File: config.mk
export PLATFORM = sky130hd
export DESIGN_NAME = fp_div_seq
export DESIGN_NICKNAME = d
export VERILOG_FILES = /design/src/rtl/fp_div_seq.sv
export SDC_FILE = /design/constraint.sdc
export NUM_CORES = 1
export LEC_CHECK = 0
export CAP_MARGIN = 20
export CORE_MARGIN = 4
export CORE_UTILIZATION = 50
export DETAILED_ROUTE_END_ITERATION = 12
export GPL_ROUTABILITY_DRIVEN = 0
export PLACE_DENSITY = 0.7
export SYNTH_ARGS = -nofsm -noshare
export SYNTH_HDL_FRONTEND = slang
export SYNTH_SLANG_ARGS = --single-unit
File: constraint.sdc
create_clock -name clk -period 5.2 [get_ports clk]
set_input_delay 0.78 -clock clk [delete_from_list [all_inputs] [get_ports clk]]
set_output_delay 0.78 -clock clk [all_outputs]
set_load 0.005 [all_outputs]
File: src/rtl/fp_div_seq.sv
// Sequential single-precision divider: out = para1 / para2, radix-2 restoring mantissa loop.
// Latency: out_valid rises 27 edges after accept (MAN_W+3 quotient bits + 1 normalise); specials go straight to DONE.
// Backpressure: one op in flight; result held stable until out_ready, in_ready low until then. Macro: DIV_ROUND_NEAREST_EN.
module fp_div_seq #(
  parameter int EXP_W = 8,
  parameter int MAN_W = 23
) (
  input  logic                   clk,
  input  logic                   rst_n,
  input  logic                   in_valid,
  output logic                   in_ready,
  input  logic [EXP_W+MAN_W:0]   para1,
  input  logic [EXP_W+MAN_W:0]   para2,
  output logic                   out_valid,
  input  logic                   out_ready,
  output logic [EXP_W+MAN_W:0]   out,
  output logic                   under_overflow
);

  localparam int W  = 1 + EXP_W + MAN_W;
  localparam int MW = MAN_W + 1;          // mantissa incl. hidden bit
  localparam int RW = MAN_W + 2;          // partial remainder width
  localparam int QW = MAN_W + 3;          // quotient bits / loop iterations
  localparam int EW = EXP_W + 2;          // signed working exponent
  localparam int CW = $clog2(QW);

  localparam logic signed [EW-1:0] BIAS = EW'((1 << (EXP_W - 1)) - 1);
  localparam logic signed [EW-1:0] EMAX = EW'((1 << EXP_W) - 1);
  localparam logic [CW-1:0]        LAST = CW'(QW - 1);
  localparam logic [W-1:0]         QNAN = {1'b0, {EXP_W{1'b1}}, 1'b1, {(MAN_W-1){1'b0}}};

  typedef enum logic [1:0] {IDLE, DIV, NORM, DONE} state_e;

  state_e                 state_q, state_d;
  logic                   sign_q, sign_d;
  logic signed [EW-1:0]   exp_q, exp_d;
  logic [MW-1:0]          m2_q, m2_d;
  logic [RW-1:0]          rem_q, rem_d;
  logic [QW-1:0]          quo_q, quo_d;
  logic [CW-1:0]          cnt_q, cnt_d;
  logic [W-1:0]           out_q, out_d;
  logic                   flag_q, flag_d;

  // Operand decode; exponent field of zero means the operand is treated as zero.
  logic [EXP_W-1:0] e1, e2;
  logic [MAN_W-1:0] f1, f2;
  logic             z1, z2, inf1, inf2, nan1, nan2, sign_in, special;
  logic signed [EW-1:0] exp_in;
  logic [W-1:0]     spec_res;
  logic             spec_flag;

  assign e1 = para1[W-2:MAN_W];
  assign e2 = para2[W-2:MAN_W];
  assign f1 = para1[MAN_W-1:0];
  assign f2 = para2[MAN_W-1:0];
  assign z1   = (e1 == '0);
  assign z2   = (e2 == '0);
  assign inf1 = (e1 == '1) && (f1 == '0);
  assign inf2 = (e2 == '1) && (f2 == '0);
  assign nan1 = (e1 == '1) && (f1 != '0);
  assign nan2 = (e2 == '1) && (f2 != '0);
  assign sign_in = para1[W-1] ^ para2[W-1];
  assign special = nan1 | nan2 | z1 | z2 | inf1 | inf2;
  assign exp_in  = $signed({2'b00, e1}) - $signed({2'b00, e2}) + BIAS;

  // Special-operand result, resolved in priority order at accept time.
  always_comb begin
    spec_res  = {sign_in, {EXP_W{1'b1}}, {MAN_W{1'b0}}};
    spec_flag = 1'b0;
    if (nan1 | nan2 | (z1 & z2) | (inf1 & inf2)) begin
      spec_res = QNAN;
    end else if (inf1) begin
      spec_res = {sign_in, {EXP_W{1'b1}}, {MAN_W{1'b0}}};
    end else if (inf2 | z1) begin
      spec_res = {sign_in, {(W-1){1'b0}}};
    end else begin
      spec_flag = 1'b1;                   // finite nonzero / 0
    end
  end

  // One restoring step: subtract divisor if it fits, then shift the remainder.
  logic [RW:0]   diff;
  logic          ge;
  logic [RW-1:0] rem_sel, rem_step;

  assign diff     = {1'b0, rem_q} - {2'b00, m2_q};
  assign ge       = ~diff[RW];
  assign rem_sel  = ge ? diff[RW-1:0] : rem_q;
  assign rem_step = rem_sel << 1;

  // Normalise (quotient lies in [0.5,2)), round, and range-check.
  logic                 norm_shift, round_up;
  logic [MW-1:0]        mant_n;
  logic [MW:0]          mant_r;
  logic [MAN_W-1:0]     frac_f;
  logic signed [EW-1:0] exp_n, exp_f;
  logic [W-1:0]         norm_res;
  logic                 norm_flag;

  assign norm_shift = ~quo_q[QW-1];
  assign mant_n     = norm_shift ? quo_q[QW-2:1] : quo_q[QW-1:2];
  assign exp_n      = exp_q - EW'(norm_shift);

`ifdef DIV_ROUND_NEAREST_EN
  logic guard, sticky;
  assign guard    = norm_shift ? quo_q[0] : quo_q[1];
  assign sticky   = (~norm_shift & quo_q[0]) | (|rem_q);
  assign round_up = guard & (sticky | mant_n[0]);
`else
  assign round_up = 1'b0;
`endif

  assign mant_r = {1'b0, mant_n} + {{MW{1'b0}}, round_up};
  // A carry out of rounding means the mantissa became 2.0: renormalise to 1.0 and bump the exponent.
  assign frac_f = mant_r[MW] ? mant_r[MW-1:1] : mant_r[MAN_W-1:0];
  assign exp_f  = exp_n + EW'(mant_r[MW]);

  always_comb begin
    norm_res  = {sign_q, exp_f[EXP_W-1:0], frac_f};
    norm_flag = 1'b0;
    if (exp_f >= EMAX) begin
      norm_res  = {sign_q, {EXP_W{1'b1}}, {MAN_W{1'b0}}};
      norm_flag = 1'b1;
    end else if (exp_f[EW-1] || (exp_f == '0)) begin
      norm_res  = {sign_q, {(W-1){1'b0}}};
      norm_flag = 1'b1;
    end
  end

  assign in_ready       = rst_n && (state_q == IDLE);
  assign out_valid      = (state_q == DONE);
  assign out            = out_q;
  assign under_overflow = flag_q;

  // Next-state and datapath update for the accept / divide / normalise / hold sequence.
  always_comb begin
    state_d = state_q;
    sign_d  = sign_q;
    exp_d   = exp_q;
    m2_d    = m2_q;
    rem_d   = rem_q;
    quo_d   = quo_q;
    cnt_d   = cnt_q;
    out_d   = out_q;
    flag_d  = flag_q;
    case (state_q)
      IDLE: begin
        if (in_valid && in_ready) begin
          sign_d = sign_in;
          if (special) begin
            out_d   = spec_res;
            flag_d  = spec_flag;
            state_d = DONE;
          end else begin
            exp_d   = exp_in;
            m2_d    = {1'b1, f2};
            rem_d   = {1'b0, 1'b1, f1};
            quo_d   = '0;
            cnt_d   = '0;
            state_d = DIV;
          end
        end
      end
      DIV: begin
        rem_d = rem_step;
        quo_d = {quo_q[QW-2:0], ge};
        cnt_d = cnt_q + CW'(1);
        if (cnt_q == LAST) state_d = NORM;
      end
      NORM: begin
        out_d   = norm_res;
        flag_d  = norm_flag;
        state_d = DONE;
      end
      DONE: begin
        if (out_ready) state_d = IDLE;
      end
      default: state_d = IDLE;
    endcase
  end

  // State register; reset aborts any operation in flight.
  always_ff @(posedge clk or negedge rst_n) begin
    if (!rst_n) state_q <= IDLE;
    else        state_q <= state_d;
  end

  // Datapath and result registers.
  always_ff @(posedge clk or negedge rst_n) begin
    if (!rst_n) begin
      sign_q <= 1'b0;
      exp_q  <= '0;
      m2_q   <= '0;
      rem_q  <= '0;
      quo_q  <= '0;
      cnt_q  <= '0;
      out_q  <= '0;
      flag_q <= 1'b0;
    end else begin
      sign_q <= sign_d;
      exp_q  <= exp_d;
      m2_q   <= m2_d;
      rem_q  <= rem_d;
      quo_q  <= quo_d;
      cnt_q  <= cnt_d;
      out_q  <= out_d;
      flag_q <= flag_d;
    end
  end

endmodule

# ---- Yosys cells after proc, flatten, opt, wreduce, memory -nomap -nowiden
# Cells that the tools add are included.
dict set report word_totals {
  ff_bits 126
  output_inout_bits 35
  word_cells 94
}
dict set report op_classes {
  muxes 32
  n_eq_ne 11
  bitwise 14
  magnitude_cmp 1
  n_reduce_logical 22
  n_addsub 5
}
# operator count
set op_table {}
lappend op_table {{31-bit two-way mux} 4}
lappend op_table {{32-bit two-way mux} 3}
lappend op_table {{32-bit one-hot mux with 2 select lines} 1}
lappend op_table {{26-bit two-way mux} 2}
lappend op_table {{26-bit one-hot mux with 2 select lines} 1}
lappend op_table {{25-bit two-way mux} 2}
lappend op_table {{25-bit one-hot mux with 2 select lines} 1}
lappend op_table {{23-bit logical NOT} 2}
lappend op_table {{23-bit nonzero test} 2}
lappend op_table {{25-bit by 24-bit subtractor with 26-bit output} 1}
lappend op_table {{24-bit two-way mux} 1}
lappend op_table {{23-bit two-way mux} 1}
lappend op_table {{8-bit equality test, second input constant} 2}
lappend op_table {{8-bit logical NOT} 2}
lappend op_table {{3-bit AND reduction} 4}
lappend op_table {{9-bit by 8-bit adder with 10-bit output, second input constant} 1}
lappend op_table {{10-bit by 9-bit >= comparator with 1-bit output, second input constant} 1}
lappend op_table {{10-bit logical NOT} 1}
lappend op_table {{5-bit two-way mux} 2}
lappend op_table {{5-bit one-hot mux with 2 select lines} 1}
lappend op_table {{10-bit by 1-bit subtractor with 10-bit output} 1}
lappend op_table {{8-bit by 8-bit subtractor with 9-bit output} 1}
lappend op_table {{2-bit two-way mux} 4}
lappend op_table {{1-bit bitwise OR} 8}
lappend op_table {{17 further kinds} 36}

# ---- Longest topological paths before layout
dict set report logic_depth {
  depth_word 10
  ltp_mapped 14
}

# ---- Worst setup path after synthesis
# Ideal clock, no wire load.
dict set report synth_timing {
  path_kind {register to register}
  start {register quo_q[25]}
  end {register out_q[10] (netlist: out[10])}
  setup_ns 0.074
  path_stages_with_launch 15
  n_path_buf 4
  period_less_slack_ns 3.247
  path_slack_ns 1.953
  t_required_ns 5.126
  arrival_ns 3.173
  path_cell_list {dfrtp_1 clkbuf_1 clkbuf_1 inv_1 ha_1 ha_1 clkbuf_1 or4b_1 or2_2 xor2_1 a21oi_2 nand2b_4 nand3b_4 buf_12 o21ai_2}
}
dict set report synth_via {
  elab_chain_len 7
  elab_cells_between_ends 9
  classes_between {1 x add/sub; 1 x order compare; 4 x mux; 1 x bitwise; 2 x reduce/logical}
}
# element line
set synth_lines {}
lappend synth_lines {{from (decl)} 39} ;# logic [QW-1:0] quo_q, quo_d;
lappend synth_lines {{from (signal assigned)} 204} ;# quo_q <= quo_d;
lappend synth_lines {{parallel branches: the longest is 5 deep, another holds 10-bit by 1-bit subtractor with 10-bit output} -}
lappend synth_lines {{31-bit two-way mux (*)} 121} ;# if (exp_f >= EMAX) begin
lappend synth_lines {{32-bit one-hot mux with 2 select lines (*)} 146} ;# case (state_q)
lappend synth_lines {{to (signal assigned)} 206} ;# out_q <= out_d;
lappend synth_lines {{to (decl)} 41} ;# logic [W-1:0] out_q, out_d;
# Every way passes the cells marked *.
# A chain may end at the register's enable or synchronous reset.

# ---- Final worst setup path
dict set report layout_timing {
  start {register rem_q[1]}
  end {register rem_q[19]}
}
dict set report layout_via {
  elab_chain_len 3
}
# element line
set layout_lines {}
lappend layout_lines {{from (decl)} 38} ;# logic [RW-1:0] rem_q, rem_d;
lappend layout_lines {{from (signal assigned)} 203} ;# rem_q <= rem_d;
lappend layout_lines {{25-bit by 24-bit subtractor with 26-bit output} 86} ;# assign diff = {1'b0, rem_q} - {2'b00, m2_q};
lappend layout_lines {{24-bit two-way mux} 88} ;# assign rem_sel = ge ? diff[RW-1:0] : rem_q;
lappend layout_lines {{25-bit one-hot mux with 2 select lines} 146}
# Every way passes these cells.

==> summary.txt <==
Power
  – Peak VDD IR: 0.268 mV
  – Cell Pwr Density: 610 nW/µm²
  – Lkg Pwr: 4.14 nW

Synth
  – Synthesized area: 7840 µm²
  – Post-synthesis sequential area ratio: 0.402
  – Most instantiated library cell after synthesis: dfrtp_1
  – Post-synth top area cell: dfrtp_1
  – Ys Warns: 0
  – Syn_nets: 979
  – Yosys reg bits: 126
  – Avg Inst Size Synth: 9.04 µm²
  – Async S/R FF share, synth: 1.00
  – Post-synth top cells: 126 x dfrtp_1, 104 x nand2_1, 80 x o21ai_0
  – Post-synth top area share: 0.402
  – Post-synth cell types: 73
  – Synth Flop Type: dfrtp_1
  – Post-synth EDFFs: 0
  – Ranking of synthesized cells by area: dfrtp_1 40%, ha_1 6.7%, o21ai_0 5.1%
  – Post-synthesis instance total: 867

Finish
  – Share of cells above drive strength 1: 0.0868
  – Nets: 1,067
  – N_diodes: 0
  – Finished Cell Area: 9590 µm²
  – Synthesis-to-finish area growth: 22.4%

Critical path
  – RR Startpoint: rem_q[1]
  – CP Cell Sequence: ha_1, nor2b_1, o2111ai_1, a31oi_1, o2111ai_1, a21oi_2, or2_1, nand2_1, o21ai_0
  – Worst Setup SP: rem_q[1]
  – CP arrival: 3940 ps
  – Worst Setup EP: rem_q[19]
  – Kind of critical path: reg2reg
  – Crit path max-delay family: compound AO/OA/AOI/OAI gates
  – Max FO, Critical Path: 18
  – Buffers & Inverters on Critical Path: 0
  – Critical path's most frequent cell: o2111ai_1
  – Worst Reg-to-Reg Cells: 9
  – Crit end category: flip-flop
  – Slowest cell on crit path: or2_1
  – Endpoint of the worst-slack reg-to-reg timing path: rem_q[19]
  – Max incr delay on CP: 820 ps
  – Worst Setup Start Kind: flip-flop
  – Setup slack, reg-to-reg: 1600 ps
  – CP Depth: 9
  – Worst EP required: 5530 ps

Timing
  – Setup skew after layout: 8.28 ps
  – Min cycle time layout: 3600 ps
  – RSZ-0062 raised after global routing: false
  – Worst setup margin: 1600 ps
  – Accumulated negative setup slack: 0 ps
  – Maximum clock rate: 278 MHz
  – Max transition margin: 0.351
  – Period utilization: 0.693
  – Final hold vios: 0
  – Final setup vio count: 0
  – Worst slew pin tran: 973 ps
  – Pins over their slew limit: 0
  – Hold WS: 159 ps

Clocking
  – Clock sink count: 126
  – TritonCTS clock tree: built
  – Skew-Pair Late Insertion Delay: 420 ps
  – Clock Root Buffer: clkbuf_16
  – CTS resizes: 0
  – Total CTS buffers: 17
  – H-Tree Depth: 4
  – CTS max path bufs: 2
  – Hold Buf Count CTS: 0
  – Clk slew on worst S/H paths: 60 ps
  – Post-CTS setup buffers: 0

GRT
  – Total GRT Usage: 0.223
  – GRT Residual Overflow: 0
  – First-pass GRT wire length: 32,300 µm
  – Antenna violations before repair: 0
  – Via count of the first global-routing pass: 6,435
  – Pin count of the biggest net entering global routing: 84

Placement
  – Pre-CTS WS: 1400 ps
  – Half-perimeter wire length after placement: 14,300 µm
  – Placement Cell Area: 9000 µm²
  – # port buffers: 102

Outcome
  – Status: completed

Route
  – WL/cell: 16.5 µm
  – DR vias: 6,713
  – DR pass1 iterations: 5
  – DRT iter0 DRCs: 494
  – Routed vias/inst: 5.69
  – DRC violations left: 0
  – ANT nets after route: 0
  – DRT Wirelength: 19,400 µm

Floorplanning
  – Die Y: 133 µm
  – Top Ports: 103
  – Site row count: 45
  – Placeable Area: 15,300 µm²
  – Die Area: 17,700 µm²
  – Starting density of the core: 0.514
  – Die X: 133 µm

Flow run
  – Max Cap Violations: 0

Worst hold path
  – Hold Crit Class: in2async
-- sequential cells by signal, indices dropped and copies added, names as in the netlist --
name	cells
rem_q	25
out	32
exp_q	10
quo_q	26
cnt_q	5
state_q	2
under_overflow	1
sign_q	1
m2_q	24
-- worst min path at each step --
stage	start	cells after the start	end	slack [ps]
2_1_floorplan	m2_q[23]	2	m2_q[23]	420
3_3_place_gp	m2_q[23]	2	m2_q[23]	440
3_5_place_dp	m2_q[23]	2	m2_q[23]	450
4_1_cts	rst_n	1	out[30]	150
5_1_grt	rst_n	1	out[30]	150
6_report	rst_n	1	out[30]	160
-- kinds of logic after synthesis --
kind of cell / synth area share
and+or+nand+nor: 0.161
AOI/OAI and AO/OA: 0.222
DFF: 0.402
buffers and inverters: 0.0554
adders and majority gates: 0.0722
xor gates and xnor gates: 0.0423
muxes: 0.0449
-- power by group --
group	leakage [nW]	total [mW]	internal (mW)	switching, mW
sequential	1.62	1.55	1.30	0.253
clock	0.255	1.08	0.617	0.466
combinational	2.27	3.21	1.36	1.85
-- worst reg2reg max path: stages (launching register included) --
cell	delay (ps)
dfrtp_1	430
ha_1	290
nor2b_1	150
o2111ai_1	160
a31oi_1	320
o2111ai_1	310
a21oi_2	450
or2_1	820
nand2_1	330
o21ai_0	260
-- final cells by class --
type	count	area, µm²
Clock inverter	13	106
Sequential cell	126	3150
Timing Repair Buffer	114	1150
Clock buffer	19	433
Tap cell	211	264
Inverter	55	206
Multi-Input combinational cell	641	4280
Fill cell	1286	5660
-- metal layers --
metal / global-route usage / vias to the layer above / part of all wire
met1: 0.311 / 3210 / 0.47
met3: 0.0370 / 25 / 0.049
li1: - / 3285 / -
met5: 0 / - / 0
met2: 0.360 / 193 / 0.47
met4: 0.0657 / 0 / 0.016
-- per-stage QoR --
stage | utilization | instances | power (mW)
after CTS | 0.625 | 1177 | 5.81
final | 0.629 | 1179 | 5.85
after global routing | 0.629 | 1179 | 6.32
after global placement | 0.590 | 1145 | 4.65
after detailed placement | 0.590 | 1145 | 4.70
after floorplan | - | 867 | 3.91
-- cell usage in the layout, fill, tap and decap left out, types with 8 or more instances in the layout --
cell type        Yosys  final
a22o_1              27     27
inv_1               55     55
mux2i_1             34     34
xor2_1              15     15
nor3_1               9      9
a31oi_1             12     12
clkbuf_16            0     17
nor2_1              71     71
nor4_1              14     14
a22oi_1             15     15
nand3_1              8      8
nand4_1             14     14
ha_1                42     42
a21oi_1             36     33
dfrtp_1            126    126
a21o_1              14     14
clkdlybuf4s50_1      0    101
o21ai_0             80     79
o22ai_1              9      9
o21ai_2             20     20
buf_4                1     11
xnor2_1             21     21
nand2_1            104    104
Note: power is estimated with default switching activity, not from simulation.
